File: src/rtl/dynamixel_sync_write.sv
// Serializes one Dynamixel 2.0 SYNC WRITE packet (IDs 1-4, CRC-16/0x8005) as 8N1 UART.
// Optional: define DYNAMIXEL_SYNC_WRITE_GUARD_EN to hold a driven idle for 2 bit times before release.
module dynamixel_sync_write #(
  parameter int unsigned clocks_per_bit = 3
) (
  input  logic        clock,
  input  logic        reset_n,
  input  logic        send,
  input  logic [15:0] address,
  input  logic [15:0] data_len,
  input  logic [31:0] value1,
  input  logic [31:0] value2,
  input  logic [31:0] value3,
  input  logic [31:0] value4,
  output logic        sending,
  output logic        pin
);

  localparam int unsigned CYC_W = $clog2(2 * clocks_per_bit) + 1;
  localparam int unsigned IDX_W = 6;

  typedef enum logic [2:0] {
    S_IDLE,
    S_START,
    S_DATA,
    S_STOP,
    S_GUARD
  } state_t;

  state_t              state_q, state_d;
  logic [CYC_W-1:0]    cyc_q, cyc_d;
  logic [2:0]          bit_q, bit_d;
  logic [IDX_W-1:0]    idx_q, idx_d;
  logic [1:0]          servo_q, servo_d;
  logic [2:0]          pos_q, pos_d;
  logic [7:0]          shift_q, shift_d;
  logic [15:0]         crc_q, crc_d;
  logic [15:0]         addr_q, addr_d;
  logic [15:0]         len_q, len_d;
  logic [3:0][31:0]    val_q, val_d;
  logic                sending_q, sending_d;
  logic                pin_q, pin_d;

  logic [IDX_W-1:0]    last_idx;
  logic [IDX_W-1:0]    nidx;
  logic [1:0]          nservo;
  logic [2:0]          npos;
  logic [7:0]          nbyte;
  logic [15:0]         pkt_len;
  logic                bit_end;

  assign sending = sending_q;
  assign pin     = pin_q;

  // One CRC-16 update (poly 0x8005, MSB first) with a whole byte.
  function automatic logic [15:0] crc_step(input logic [15:0] crc, input logic [7:0] b);
    logic [15:0] c;
    c = crc ^ {b, 8'h00};
    for (int i = 0; i < 8; i++) begin
      c = c[15] ? ((c << 1) ^ 16'h8005) : (c << 1);
    end
    return c;
  endfunction

  assign bit_end  = (cyc_q == CYC_W'(clocks_per_bit - 1));
  assign last_idx = 6'd17 + {1'b0, len_q[2:0], 2'b00};
  assign pkt_len  = 16'd11 + {11'd0, len_q[2:0], 2'b00};

  // Counters of the byte that follows the current one, and that byte's value.
  always_comb begin
    nidx   = idx_q + 6'd1;
    nservo = servo_q;
    npos   = pos_q;
    if (idx_q < 6'd12) begin
      nservo = 2'd0;
      npos   = 3'd0;
    end else if (pos_q == len_q[2:0]) begin
      nservo = servo_q + 2'd1;
      npos   = 3'd0;
    end else begin
      npos   = pos_q + 3'd1;
    end

    nbyte = 8'h00;
    case (nidx)
      6'd0, 6'd1: nbyte = 8'hFF;
      6'd2:       nbyte = 8'hFD;
      6'd3:       nbyte = 8'h00;
      6'd4:       nbyte = 8'hFE;
      6'd5:       nbyte = pkt_len[7:0];
      6'd6:       nbyte = pkt_len[15:8];
      6'd7:       nbyte = 8'h83;
      6'd8:       nbyte = addr_q[7:0];
      6'd9:       nbyte = addr_q[15:8];
      6'd10:      nbyte = len_q[7:0];
      6'd11:      nbyte = len_q[15:8];
      default: begin
        if (nidx == last_idx - 6'd1) begin
          nbyte = crc_q[7:0];
        end else if (nidx == last_idx) begin
          nbyte = crc_q[15:8];
        end else begin
          case (npos)
            3'd0:    nbyte = 8'd1 + {6'd0, nservo};
            3'd1:    nbyte = val_q[nservo][7:0];
            3'd2:    nbyte = val_q[nservo][15:8];
            3'd3:    nbyte = val_q[nservo][23:16];
            default: nbyte = val_q[nservo][31:24];
          endcase
        end
      end
    endcase
  end

  // Next-state and output logic.
  always_comb begin
    state_d   = state_q;
    cyc_d     = cyc_q;
    bit_d     = bit_q;
    idx_d     = idx_q;
    servo_d   = servo_q;
    pos_d     = pos_q;
    shift_d   = shift_q;
    crc_d     = crc_q;
    addr_d    = addr_q;
    len_d     = len_q;
    val_d     = val_q;
    sending_d = sending_q;
    pin_d     = pin_q;

    case (state_q)
      S_IDLE: begin
        if (send && (data_len != 16'd0) && (data_len <= 16'd4)) begin
          addr_d    = address;
          len_d     = data_len;
          val_d     = {value4, value3, value2, value1};
          state_d   = S_START;
          cyc_d     = '0;
          idx_d     = '0;
          servo_d   = 2'd0;
          pos_d     = 3'd0;
          shift_d   = 8'hFF;
          crc_d     = crc_step(16'h0000, 8'hFF);
          sending_d = 1'b1;
          pin_d     = 1'b0;
        end
      end
      S_START: begin
        if (bit_end) begin
          cyc_d   = '0;
          bit_d   = 3'd0;
          state_d = S_DATA;
          pin_d   = shift_q[0];
        end else begin
          cyc_d = cyc_q + CYC_W'(1);
        end
      end
      S_DATA: begin
        if (bit_end) begin
          cyc_d = '0;
          if (bit_q == 3'd7) begin
            state_d = S_STOP;
            pin_d   = 1'b1;
          end else begin
            bit_d   = bit_q + 3'd1;
            pin_d   = shift_q[1];
            shift_d = {1'b0, shift_q[7:1]};
          end
        end else begin
          cyc_d = cyc_q + CYC_W'(1);
        end
      end
      S_STOP: begin
        if (bit_end) begin
          cyc_d = '0;
          if (idx_q == last_idx) begin
`ifdef DYNAMIXEL_SYNC_WRITE_GUARD_EN
            state_d = S_GUARD;
`else
            state_d   = S_IDLE;
            sending_d = 1'b0;
`endif
          end else begin
            state_d = S_START;
            idx_d   = nidx;
            servo_d = nservo;
            pos_d   = npos;
            shift_d = nbyte;
            pin_d   = 1'b0;
            // CRC covers everything up to the last data byte, not the CRC itself.
            if (nidx < last_idx - 6'd1) begin
              crc_d = crc_step(crc_q, nbyte);
            end
          end
        end else begin
          cyc_d = cyc_q + CYC_W'(1);
        end
      end
      S_GUARD: begin
        if (cyc_q == CYC_W'(2 * clocks_per_bit - 1)) begin
          cyc_d     = '0;
          state_d   = S_IDLE;
          sending_d = 1'b0;
        end else begin
          cyc_d = cyc_q + CYC_W'(1);
        end
      end
      default: begin
        state_d   = S_IDLE;
        sending_d = 1'b0;
        pin_d     = 1'b1;
      end
    endcase
  end

  always_ff @(posedge clock or negedge reset_n) begin
    if (!reset_n) begin
      state_q   <= S_IDLE;
      cyc_q     <= '0;
      bit_q     <= 3'd0;
      idx_q     <= '0;
      servo_q   <= 2'd0;
      pos_q     <= 3'd0;
      shift_q   <= 8'h00;
      crc_q     <= 16'h0000;
      addr_q    <= 16'h0000;
      len_q     <= 16'h0000;
      val_q     <= '0;
      sending_q <= 1'b0;
      pin_q     <= 1'b1;
    end else begin
      state_q   <= state_d;
      cyc_q     <= cyc_d;
      bit_q     <= bit_d;
      idx_q     <= idx_d;
      servo_q   <= servo_d;
      pos_q     <= pos_d;
      shift_q   <= shift_d;
      crc_q     <= crc_d;
      addr_q    <= addr_d;
      len_q     <= len_d;
      val_q     <= val_d;
      sending_q <= sending_d;
      pin_q     <= pin_d;
    end
  end

endmodule

File: config.mk
export PLATFORM = sky130hd
export DESIGN_NAME = dynamixel_sync_write
export DESIGN_NICKNAME = d
export VERILOG_FILES = /design/src/rtl/dynamixel_sync_write.sv
export SDC_FILE = /design/constraint.sdc
export NUM_CORES = 1
export LEC_CHECK = 0
export CAP_MARGIN = 0
export CORE_ASPECT_RATIO = 0.6
export CORE_UTILIZATION = 64
export DETAILED_ROUTE_END_ITERATION = 6
export DONT_BUFFER_PORTS = 1
export PLACE_DENSITY = 0.89
export SLEW_MARGIN = 20
export SYNTH_ARGS = -nofsm -noshare
export SYNTH_HDL_FRONTEND = slang
export SYNTH_SLANG_ARGS = --single-unit
File: constraint.sdc
create_clock -name clock -period 5.6 [get_ports clock]
set_clock_uncertainty 0.2 [all_clocks]
set_input_delay 1.12 -clock clock [delete_from_list [all_inputs] [get_ports clock]]
set_output_delay 1.12 -clock clock [all_outputs]
set_load 0.005 [all_outputs]
# Yosys cells after proc, flatten, opt, wreduce, memory -nomap -nowiden
# Cells that the tools add are included.
# classes
addsub	9
magnitude_cmp	4
eq_ne	35
n_mux	69
n_bitwise	11
n_reduce_logical	22
# ops
op	count
two-way mux 16 bit	12
one-hot mux 8 bit (11 select lines)	1
binary-select mux 32 bit (select 2 bit)	1
two-way mux 8 bit	7
two-way mux 3 bit	14
two-way mux 32 bit	1
one-hot mux 16 bit (2 select lines)	1
one-hot mux 8 bit (4 select lines)	1
== test 6 x 3 -> 1 bit (second input constant)	4
== test 6 x 4 -> 1 bit (second input constant)	4
NOT 3 bit	8
one-hot mux 8 bit (3 select lines)	1
inequality test 2 bit (second input constant)	10
== test 6 bit	3
two-way mux 6 bit	3
AND reduction 6 bit	3
less-or-equal comparator 16 x 3 -> 1 bit (second input constant)	1
nonzero test 16 bit	1
bitwise XOR 16 bit	1
one-hot mux 3 bit (5 select lines)	1
== test 3 x 2 -> 1 bit (second input constant)	4
== test 6 x 2 -> 1 bit (second input constant)	2
two-way mux 4 bit	3
one-hot mux 3 bit (2 select lines)	2
35 further kinds	61
# word_totals
ff_bits	207
input_bits	163
out_inout_bits	2
wordCells	166

# Longest topological paths before layout
# Gate-level depths: netlist of run 1.
# depth
ltp_word	30
ltp_mapped	21

# Worst setup path after synthesis of run 1
# No wires, ideal clock.
# synth_path
path_type	flip-flop to flip-flop
start	register idx_q[1]
end	register crc_q[15]
setup_ns	0.135
arrival_ns	3.995
required_ns	5.265
setup_slack_ns	1.270
stages_incl_launch_ff	19
period_less_slack_ns	4.330
cell_sequence	dfrtp_1 -> ha_1 -> clkbuf_1 -> and3_1 -> xor2_1 -> ha_1 -> and4_1 -> nand2_1 -> clkbuf_1 -> o311ai_0 -> a311oi_1 -> o211a_1 -> nor4_1 -> a311o_1 -> xor2_1 -> xnor2_1 -> inv_1 -> a41oi_1 -> o211ai_1
# synth_between
elab_chain_cells	22
# synth_rtl
element	line	rtl
from (decl)	33	logic [IDX_W-1:0] idx_q, idx_d;
from (signal assigned)	235	idx_q <= idx_d;
less-than comparator 6 x 4 -> 1 bit	74	if (idx_q < 6'd12) begin
two-way mux 2 bit	74	
binary-select mux 32 bit (select 2 bit)	--	
two-way mux 32 bit (not written as such)	108	default: nbyte = val_q[nservo][31:24];
one-hot mux 8 bit (4 select lines)	103	case (npos)
two-way mux 8 bit	100	end else if (nidx == last_idx) begin
two-way mux 8 bit	98	if (nidx == last_idx - 6'd1) begin
one-hot mux 8 bit (11 select lines)	85	case (nidx)
bitwise XOR 16 bit	58	c = crc ^ {b, 8'h00};
two-way mux 16 bit / NOT 3 bit (equally long branches) (6 in series)	--	
NOT 3 bit (no source line) / two-way mux 16 bit (equally long branches)	--	
two-way mux 16 bit (2 in series)	60	c = c[15] ? ((c << 1) ^ 16'h8005) : (c << 1);
two-way mux 16 bit	191	if (nidx < last_idx - 6'd1) begin
two-way mux 16 bit	176	if (idx_q == last_idx) begin
two-way mux 16 bit	174	if (bit_end) begin
one-hot mux 16 bit (2 select lines)	131	case (state_q)
to (signal assigned)	239	crc_q <= crc_d;
to (decl)	37	logic [15:0] crc_q, crc_d;
# Several ways; a longest one is shown, not always the timed one. The select of a mux whose other input is x is not followed.
# A chain may end at the register's enable or synchronous reset.

# Worst setup path in the final report of run 1
# layout_path
start	register idx_q[0]
end	register crc_q[15]
# The elaborated chain is that of the path after synthesis.

==> impl_metrics.json, run 1 <==
{
  "vias": 8846,
  "avgSynthCellArea_sq_um": 10.8,
  "post-cts-setup-buffers": 0,
  "setup_viol": 0,
  "fin_crit_ns": 5.18,
  "grt_pass1_vias": 8522,
  "ys_seq_elements": 206,
  "worstSkewPairLatency_ns": 0.50,
  "synth_cells": 1045,
  "synth_nets": 1229,
  "cp.required_ns": 5.77,
  "wirelength_um": 30200,
  "grt.total_usage_pct": 33.7,
  "yosys_most_used_dff": "dfrtp_1",
  "crit_arrival_ns": 5.35,
  "cts_hold_buf": 0,
  "grt_max_degree": 207,
  "dp_slack_ns": 0.607,
  "synthTopCellsByArea": "dfrtp_1 (45%), mux2_2 (16%), mux2i_1 (2.5%), nand2_1 (2.4%), ha_1 (2.3%)",
  "final_antenna_net_count": 0,
  "cp-end-kind": "flop",
  "r2r_cells": 17,
  "tightest_slew_ns": 1.03,
  "min_path_type": "input port to async pin",
  "htree_levels": 1,
  "die_w_um": 173,
  "synth_top_cell_by_area": "dfrtp_1",
  "max-clock-path-buffers": 3,
  "cts_buffers": 19,
  "yosys.cell_types.count": 87,
  "dp_hpwl_um": 22200,
  "die_h_um": 105,
  "ys_seq_area_share_pct": 45.7,
  "cts_resized": 0,
  "fin_util_pct": 70.5,
  "post-route-period-util_pct": 92.4,
  "synth_edf_count": 0,
  "synthArstFlopShare_pct": 100,
  "drt-initial-drc-count": 1171,
  "fmax_ghz": 0.193,
  "grt_pass1_wl_um": 47700,
  "netlist_area_sq_mm": 0.0113,
  "final.setup.tns_ns": 0,
  "p_leak_nw": 5.68,
  "die-area_sq_mm": 0.0182,
  "initial_core_util_pct": 65.7,
  "cts_sinks": 206,
  "drive_gt1_share_pct": 22.6,
  "root_buffer": "clkbuf_16",
  "antenna_found_initial": 3,
  "ff2ff_setup_slack_ns": 0.42,
  "drc": 0,
  "fin_cells": 1271,
  "grt_setup_unrepaired": "no",
  "n_fill_cell": 1224,
  "area_growth_syn_to_layout_pct": 7.42,
  "start_kind": "flop",
  "dp.cells": 1240,
  "gp_routability_congestion": 1.01,
  "slew-limit-headroom_pct": 31.6,
  "yosysWarnings": 0,
  "dr.pass1.iters": 6,
  "viasPerCell": 6.96,
  "r2r_start": "idx_q[0]$_DFFE_PN0P_",
  "cts_tree": "done",
  "mostFrequentLayoutCells": "dfrtp_1 (205), mux2_2 (157), nand2_1 (70)",
  "num_antenna_cells": 0,
  "rows": 37,
  "peakVddDrop_mv": 0.241,
  "synth_top_area_share_pct": 45.5,
  "final_common_cell": "dfrtp_1",
  "hold_viol": 0,
  "clkTransAtPathRegs_ns": 0.07,
  "maxSlewViolCount": 0,
  "grt-ovfl-total": 0,
  "maxCapViolations": 0,
  "powerDensity_mw_per_mm2": 227,
  "path_max_fanout": 11,
  "r2r_end": "crc_q[15]$_DFFE_PN0P_",
  "status": "completed",
  "route.detailed.wl_per_inst_um": 23.8,
  "io_buffers": 0,
  "nets": 1211,
  "worst-setup-path-type": "flop to flop",
  "setup_ws_ns": 0.424,
  "core_area_sq_mm": 0.0172,
  "pin_count": 165
}
worst max-delay path by stage:
stage	start	to	cells past startpoint
6_report	idx_q[0]$_DFFE_PN0P_	crc_q[15]$_DFFE_PN0P_	17
5_1_grt	idx_q[0]$_DFFE_PN0P_	crc_q[15]$_DFFE_PN0P_	17
4_1_cts	idx_q[0]$_DFFE_PN0P_	crc_q[15]$_DFFE_PN0P_	17
3_5_place_dp	idx_q[0]$_DFFE_PN0P_	crc_q[15]$_DFFE_PN0P_	17
3_3_place_gp	idx_q[0]$_DFFE_PN0P_	crc_q[15]$_DFFE_PN0P_	17
2_1_floorplan	idx_q[1]$_DFFE_PN0P_	crc_q[15]$_DFFE_PN0P_	18
cell usage after synthesis (9+ instances only):
cell type and number:
dfrtp_1 205, mux2_2 157, nand2_1 71, nor2_1 68
o21ai_0 43, clkbuf_1 38, mux2i_1 28, a21oi_1 27
ha_1 21, nand3_1 21, xnor2_1 21, inv_1 20
nor3_1 19, and2_1 18, o211ai_1 17, a31oi_1 15
a22o_1 13, a211oi_1 12, buf_1 12, o31ai_1 12
buf_2 11, xor2_1 11, nor4_1 10, or3_1 9
through the flow:
stage | power [mW] | cell area (sq um) | hold slack [ns]
2_1_floorplan | 1.52 | 11300 | 0.253
3_3_place_gp | 1.52 | 11500 | 0.268
3_5_place_dp | 1.52 | 11500 | 0.270
4_1_cts | 2.76 | 12100 | 0.111
5_1_grt | 2.81 | 12100 | 0.112
6_report | 2.75 | 12100 | 0.124
metal layers:
metal / part of all wire (%) / GRT usage (%) / vias up
li1: - / - / 3855
met1: 44 / 51.2 / 4355
met2: 41 / 46.2 / 558
met3: 13 / 10.1 / 74
met4: 2.9 / 9.80 / 4
met5: 0.079 / 0 / -
cells by family (layout without fill, tap and decap cells):
family                     count (synthesis)  after routing  share of synthesized area [%]
AOI/OAI and AO/OA                        240            240                           15.5
xor gates and xnor gates                  34             34                           2.77
adders and majority gates                 21             21                           2.33
buffers and inverters                     85             77                           3.05
DFF                                      206            206                           45.7
muxes                                    187            187                           18.4
and+or+nand+nor                          272            272                           12.2
report_power, final:
group / switching, mW / total (mW) / internal [mW]
combinational: 0.000753 / 0.00289 / 0.00214
clock: 0.558 / 1.26 / 0.702
sequential: 0 / 1.49 / 1.49
total: 0.559 / 2.75 / 2.19
final cells by class:
cell class / count / area [sq um] / share of cell area (%)
multi-input combinational: 754 / 5800 / 47.8
tap: 234 / 293 / 2.42
timing repair buffer: 24 / 193 / 1.59
sequential: 206 / 5160 / 42.6
clock inverter: 4 / 28.8 / 0.238
inverter: 22 / 82.6 / 0.682
clock buffer: 27 / 566 / 4.67
critical path, stage by stage (launching register included):
cell       delay [ns]
dfrtp_1          0.53
and2_1           0.39
and3_1           0.26
nand2_1          0.08
xnor2_1          0.26
ha_1             0.30
and4_1           0.20
and2_1           0.36
and3_1           0.28
a2111oi_0        0.59
o31ai_1          0.17
nand3_1          0.22
xor2_1           0.34
xor2_2           0.31
nor2_1           0.10
nor4bb_1         0.17
a41oi_1          0.17
o211ai_1         0.12
state kept, by name (all words and copies together), names as in the netlist, 2 cells and up:
register	count
idx_q	6
len_q	16
crc_q	16
shift_q	8
state_q	2
bit_q	3
servo_q	2
val_q	128
pos_q	3
addr_q	16
cyc_q	4
No activity file was read; power rests on OpenSTA's default activity.
==> run 2, diff against run 1 <==
--- a/config.mk
+++ b/config.mk
@@ -10,6 +10,7 @@
 export CORE_UTILIZATION = 64
 export DETAILED_ROUTE_END_ITERATION = 6
 export DONT_BUFFER_PORTS = 1
+export HOLD_SLACK_MARGIN = 0.03
 export PLACE_DENSITY = 0.89
 export SLEW_MARGIN = 20
 export SYNTH_ARGS = -nofsm -noshare
==> results of run 2 <==
The final DEF is identical to that of run 1; final timing and power are the same.
